`config.mk`:
```
export PLATFORM = sky130hd
export DESIGN_NAME = one_cycle_control_unit_flat
export DESIGN_NICKNAME = d
export VERILOG_FILES = /design/src/rtl/one_cycle_control_unit_if.sv /design/src/rtl/one_cycle_control_unit.sv /design/src/flat_wrapper.sv
export SDC_FILE = /design/constraint.sdc
export NUM_CORES = 1
export LEC_CHECK = 0
export ABC_AREA = 1
export CAP_MARGIN = 10
export CORE_MARGIN = 2
export CORE_UTILIZATION = 64
export DETAILED_ROUTE_END_ITERATION = 8
export GPL_ROUTABILITY_DRIVEN = 0
export HOLD_SLACK_MARGIN = 0.03
export PLACE_DENSITY = 0.83
export SLEW_MARGIN = 20
export SYNTH_ARGS = -nofsm -noshare
export SYNTH_HDL_FRONTEND = slang
export SYNTH_SLANG_ARGS = --single-unit
```
`constraint.sdc`:
```
create_clock -name clk -period 7.7 [get_ports clk]
set_input_delay 0.77 -clock clk [delete_from_list [all_inputs] [get_ports clk]]
set_output_delay 0.77 -clock clk [all_outputs]
set_load 0.1 [all_outputs]
```
`src/rtl/one_cycle_control_unit_if.sv`:
```
// ---------------------------------------------------------------------------
// one_cycle_control_unit_if
// Groups the sample/timer inputs and the on-time output of the one-cycle
// control unit into a single bundle.
//   sample_current          16  measured inductor current (ADC code)
//   sample_voltage          16  voltage across the inductor during charge
//   timer_buck_4us_0        16  free-running buck period counter
//   i_set                   16  current set-point, same scale as sample_current
//   inductor_charging_time  16  on-time for the current period, clk cycles
// Modports:
//   slave  - the control unit (consumes samples, produces the on-time)
//   master - the surrounding system / testbench
// ---------------------------------------------------------------------------
interface one_cycle_control_unit_if;
  logic [15:0] sample_current;
  logic [15:0] sample_voltage;
  logic [15:0] timer_buck_4us_0;
  logic [15:0] i_set;
  logic [15:0] inductor_charging_time;

  modport slave (
    input  sample_current,
    input  sample_voltage,
    input  timer_buck_4us_0,
    input  i_set,
    output inductor_charging_time
  );

  modport master (
    output sample_current,
    output sample_voltage,
    output timer_buck_4us_0,
    output i_set,
    input  inductor_charging_time
  );
endinterface

```
`src/rtl/one_cycle_control_unit.sv`:
```
// ---------------------------------------------------------------------------
// one_cycle_control_unit
// Computes the buck inductor charging time once per switching period:
//   t_on = (i_set - sample_current) * L_COEF / sample_voltage, clamped to
//   [0, T_MAX]. A calculation starts when the period timer reads 0 while the
//   FSM is idle; the result appears 35 clock edges after that trigger edge.
// Ports:
//   clk  - system clock
//   rst  - asynchronous active-high reset
//   bus  - one_cycle_control_unit_if.slave (samples, timer, on-time output)
// ---------------------------------------------------------------------------
module one_cycle_control_unit #(
  parameter int unsigned PERIOD = 400,
  parameter int unsigned L_COEF = 100,
  parameter int unsigned T_MAX  = 360
) (
  input  logic                          clk,
  input  logic                          rst,
  one_cycle_control_unit_if.slave       bus
);

  // The clamp may never reach the end of the period, even if the parameters
  // are set inconsistently.
  localparam int unsigned T_LIMIT = (T_MAX < PERIOD) ? T_MAX : (PERIOD - 1);

  typedef enum logic [1:0] {
    IDLE,
    CAPTURE,
    DIVIDE,
    OUTPUT
  } state_t;

  state_t      state_q;
  logic [15:0] current_q;
  logic [15:0] voltage_q;
  logic [15:0] iSet_q;
  logic        deltaPos_q;
  logic [31:0] numerator_q;
  logic [31:0] quo_q;
  logic [15:0] rem_q;
  logic [5:0]  count_q;
  logic [15:0] chargeTime_q;

  logic [16:0] deltaFull;
  logic        deltaPos;
  logic [31:0] product;
  logic [16:0] shifted;
  logic        trialOk;
  logic [15:0] remDiff;
  logic [15:0] result_d;

  // Set-point error and scaled numerator from the latched samples. The error
  // is taken 17 bits wide so a current above the set-point shows up as a
  // negative value instead of wrapping.
  always_comb begin
    deltaFull = {1'b0, iSet_q} - {1'b0, current_q};
    deltaPos  = !deltaFull[16] && (deltaFull != 17'd0);
    product   = 32'(deltaFull[15:0]) * 32'(L_COEF);
  end

  // One restoring-division step. The remainder is always below the 16-bit
  // divisor, so the shifted partial remainder fits in 17 bits and a
  // successful subtraction fits back into 16 bits.
  always_comb begin
    shifted = {rem_q, quo_q[31]};
    trialOk = (shifted >= {1'b0, voltage_q});
    remDiff = shifted[15:0] - voltage_q;
  end

  // Final clamp: no positive error means no on-time; a zero voltage with a
  // positive error would divide by zero, so it saturates to the limit.
  always_comb begin
    result_d = 16'd0;
    if (!deltaPos_q) begin
      result_d = 16'd0;
    end else if (voltage_q == 16'd0) begin
      result_d = 16'(T_LIMIT);
    end else if (quo_q > 32'(T_LIMIT)) begin
      result_d = 16'(T_LIMIT);
    end else begin
      result_d = quo_q[15:0];
    end
  end

  // Control FSM plus datapath registers. DIVIDE spends its first cycle
  // loading the divider (count 0) and then runs 32 quotient-bit steps
  // (count 1..32); the timer is only looked at while idle.
  always_ff @(posedge clk or posedge rst) begin
    if (rst) begin
      state_q      <= IDLE;
      current_q    <= 16'd0;
      voltage_q    <= 16'd0;
      iSet_q       <= 16'd0;
      deltaPos_q   <= 1'b0;
      numerator_q  <= 32'd0;
      quo_q        <= 32'd0;
      rem_q        <= 16'd0;
      count_q      <= 6'd0;
      chargeTime_q <= 16'd0;
    end else begin
      case (state_q)
        IDLE: begin
          if (bus.timer_buck_4us_0 == 16'd0) begin
            current_q <= bus.sample_current;
            voltage_q <= bus.sample_voltage;
            iSet_q    <= bus.i_set;
            state_q   <= CAPTURE;
          end
        end
        CAPTURE: begin
          deltaPos_q  <= deltaPos;
          numerator_q <= deltaPos ? product : 32'd0;
          count_q     <= 6'd0;
          state_q     <= DIVIDE;
        end
        DIVIDE: begin
          if (count_q == 6'd0) begin
            quo_q <= numerator_q;
            rem_q <= 16'd0;
          end else begin
            quo_q <= {quo_q[30:0], trialOk};
            rem_q <= trialOk ? remDiff : shifted[15:0];
          end
          count_q <= count_q + 6'd1;
          if (count_q == 6'd32) begin
            state_q <= OUTPUT;
          end
        end
        OUTPUT: begin
          chargeTime_q <= result_d;
          state_q      <= IDLE;
        end
        default: begin
          state_q <= IDLE;
        end
      endcase
    end
  end

  assign bus.inductor_charging_time = chargeTime_q;

endmodule

```
`src/flat_wrapper.sv`:
```
// flat-port wrapper written by rule: the top's interface ports become plain ports
module one_cycle_control_unit_flat 
#(
  parameter int unsigned PERIOD = 400,
  parameter int unsigned L_COEF = 100,
  parameter int unsigned T_MAX  = 360
)
  (clk, rst, bus_sample_current, bus_sample_voltage, bus_timer_buck_4us_0, bus_i_set, bus_inductor_charging_time);
  one_cycle_control_unit_if bus_i ();
  input  logic clk;
  input  logic rst;
  input wire logic [$bits(bus_i.sample_current)-1:0] bus_sample_current;
  input wire logic [$bits(bus_i.sample_voltage)-1:0] bus_sample_voltage;
  input wire logic [$bits(bus_i.timer_buck_4us_0)-1:0] bus_timer_buck_4us_0;
  input wire logic [$bits(bus_i.i_set)-1:0] bus_i_set;
  output wire logic [$bits(bus_i.inductor_charging_time)-1:0] bus_inductor_charging_time;
  assign bus_i.sample_current = bus_sample_current;
  assign bus_i.sample_voltage = bus_sample_voltage;
  assign bus_i.timer_buck_4us_0 = bus_timer_buck_4us_0;
  assign bus_i.i_set = bus_i_set;
  assign bus_inductor_charging_time = bus_i.inductor_charging_time;
  one_cycle_control_unit #(.PERIOD(PERIOD), .L_COEF(L_COEF), .T_MAX(T_MAX)) u_core (.clk(clk), .rst(rst), .bus(bus_i));
endmodule
```
==> flow_summary.json <==
{
  "placement.setup.worst_slack_ps": 3220,
  "netlist_area_um2": 9510,
  "setup_ws_ps": 3100,
  "core_um2": 14500,
  "power_mw": 2.03,
  "crit_arrival_ps": 4910,
  "die-area_um2": 15800,
  "utilization_pct": 76.1,
  "slew_headroom_pct": 33.6,
  "critPathCaptureType": "flop",
  "worstSetupPathType": "flop to flop",
  "maxCapViolCount": 0,
  "synthArstFlopShare_pct": 100,
  "grt_max_degree": 82,
  "h-tree-depth": 4,
  "num_vias": 8060,
  "hold_path_depth": 2,
  "routed_wl_um": 21600,
  "yosys_most_used_dff": "dfrtp_1",
  "start_util_pct": 65.4,
  "avgSynthCellArea_um2": 8.16,
  "ys_types": 44,
  "finalNetCount": 1417,
  "fin_skew_ps": 8.66,
  "cts.sinks": 142,
  "setup_tns_ps": 0,
  "syn_inst": 1165,
  "chipHeight_um": 126,
  "rsz0062_at_grt": "no",
  "tightest_slew_ps": 994,
  "cts_root_buf": "clkbuf_16",
  "antenna_left": 0,
  "grt_antenna_before_repair": 0,
  "grt_pass1_vias": 7748,
  "period_share_pct": 59.7,
  "yosysTopAreaCellShare_pct": 37.4,
  "power.leakage_nw": 5.85,
  "min-delay-start": "u_core.quo_q[0]$_DFFE_PP0P_",
  "setup_viol": 0,
  "period_needed_ps": 4600,
  "portBuffers": 81,
  "area_growth_pct": 16.3,
  "ctsHoldBuffers": 0,
  "drv_slew": 0,
  "layout-drive-gt1-share_pct": 7.26,
  "r2r_end": "u_core.numerator_q[22]$_DFFE_PP0N_",
  "clock_path_buffers": 2,
  "critPathMaxFanout": 6,
  "startpoint_type": "flop",
  "layout.cells.non_filler": 1438,
  "cts_resized": 0,
  "cts_buffers": 17,
  "cts_tree": "done",
  "drtIter0Drc": 442,
  "dp.cells": 1405,
  "ff2ff_path_depth": 22,
  "hold_viol_final": 0,
  "die_width_um": 126,
  "grt-ovfl-total": 0,
  "min_to": "u_core.bus.inductor_charging_time[0]$_DFFE_PP0N_",
  "max_freq_mhz": 217,
  "syn-num-nets": 1341,
  "clock_latency_ps": 430,
  "synth_common_cells": "203 x nand2_1, 198 x inv_1, 142 x dfrtp_1, 101 x a21oi_1, 97 x ha_1",
  "clk_pin_slew_ps": 60,
  "yosysSeqAreaShare_pct": 37.4,
  "yosysMostFrequentCell": "nand2_1",
  "ys_ff_latch": 142,
  "antenna_cells": 0,
  "synth-edff-count": 0,
  "min_path_type": "flop to flop",
  "grt.total_usage_pct": 27.8,
  "rows": 44,
  "dr.pass1.iters": 6,
  "drc": 0,
  "ys_warn_count": 0,
  "r2r_start": "u_core.current_q[0]$_DFFE_PP0P_",
  "post_drt_wl_per_cell_um": 15.0,
  "dp_hpwl_um": 15900,
  "peakVddDrop_uv": 167,
  "io_pins": 82,
  "cts_setup_buffers": 0,
  "grt_pass1_wl_um": 35900,
  "rrSetupSlack_ps": 3100,
  "synth.area.top_cells": "dfrtp_1 37%, ha_1 13%, nand2_1 8.0%, inv_1 7.8%, a21oi_1 5.3%",
  "crit_required_ps": 8010,
  "synth_area_leader_cell": "dfrtp_1",
  "power_density_nw_per_um2": 184,
  "vias_per_cell": 5.61,
  "status": "finished clean"
}
==> worst max-delay path, stage by stage, from the launching register on <==
cell and delay (ps):
dfrtp_1 390, ha_1 250, fa_1 420, inv_1 100, nand3_1 80, nand3_2 100
xor2_1 320, ha_1 310, ha_1 270, inv_1 50, fa_1 500, inv_1 40
ha_1 360, a21oi_1 270, nand2_1 150, a21oi_1 310, o21bai_1 170, nand3_1 120
nand2_1 60, nand2_1 60, nand2_1 50, nand3_1 60, nand2_1 50
==> cells by family after synthesis <==
logic type,share of synthesized area (%)
DFF,37.4
buffers and inverters,9.40
and+or+nand+nor,19.6
AOI/OAI and AO/OA,13.3
adders and majority gates,15.5
muxes,1.89
xor gates and xnor gates,2.95
==> worst max path at each step <==
stage	slack [ps]	depth (start not counted)	endpoint	startpoint
final	3100	22	u_core.numerator_q[22]$_DFFE_PP0N_	u_core.current_q[0]$_DFFE_PP0P_
after global routing	2740	22	u_core.numerator_q[22]$_DFFE_PP0N_	u_core.current_q[0]$_DFFE_PP0P_
after CTS	3110	22	u_core.numerator_q[22]$_DFFE_PP0N_	u_core.current_q[0]$_DFFE_PP0P_
after detailed placement	3220	22	u_core.numerator_q[22]$_DFFE_PP0N_	u_core.current_q[0]$_DFFE_PP0P_
after global placement	3360	23	u_core.numerator_q[22]$_DFFE_PP0N_	u_core.iSet_q[0]$_DFFE_PP0P_
after floorplan	3120	1	u_core.bus.inductor_charging_time[0]$_DFFE_PP0N_	rst
==> per-layer routing <==
metal / vias to the layer above / wire [um] / track usage, % / part of all wire [%]
met2: 207 / 10800 / 47.5 / 50
met4: 0 / 452 / 9.76 / 2.1
li1: 3969 / - / - / -
met1: 3849 / 9500 / 35.4 / 44
met3: 35 / 817 / 5.48 / 3.8
met5: - / 0 / 0 / 0
==> sequential cells by signal, indices dropped and copies added, names as in the netlist <==
| signal | cells |
|---|---|
| u_core.deltaPos_q | 1 |
| u_core.iSet_q | 16 |
| u_core.rem_q | 16 |
| u_core.voltage_q | 16 |
| u_core.quo_q | 32 |
| u_core.count_q | 6 |
| u_core.bus.inductor_charging_time | 16 |
| u_core.current_q | 16 |
| u_core.numerator_q | 21 |
| u_core.state_q | 2 |
==> cell usage in the layout, fill, tap and decap left out, types with 11 or more instances in the layout <==
master,Yosys,final
nor4_1,14,14
mux2_2,16,16
nor2_1,75,75
clkbuf_16,0,17
nand3_1,57,57
nand4_1,12,12
dfrtp_1,142,142
xnor2_1,14,14
o21ai_0,74,74
a21oi_1,101,101
fa_1,13,13
o21ai_2,11,11
xor2_1,18,18
inv_1,198,197
clkdlybuf4s50_1,0,81
nand2_1,203,203
ha_1,97,97
==> area by class of cell <==
class | instances | area [um^2]
clock buffer | 18 | 429
tap | 184 | 230
clock inverter | 14 | 165
inverter | 200 | 756
timing repair buffer | 86 | 861
multi-input combinational | 794 | 5060
fill | 1053 | 3480
sequential | 142 | 3550
==> through the flow <==
stage | hold WS [ps] | instance area (um^2)
6_report | 474 | 11100
3_3_place_gp | 454 | 10400
2_1_floorplan | 442 | 9510
4_1_cts | 477 | 11000
5_1_grt | 504 | 11100
3_5_place_dp | 461 | 10400
==> power breakdown <==
group / switching, mW / internal [mW] / total (mW)
clock network: 0.329 / 0.509 / 0.838
registers: 0.0261 / 0.791 / 0.817
logic: 0.258 / 0.118 / 0.376
No activity file was read; power rests on OpenSTA's default activity.
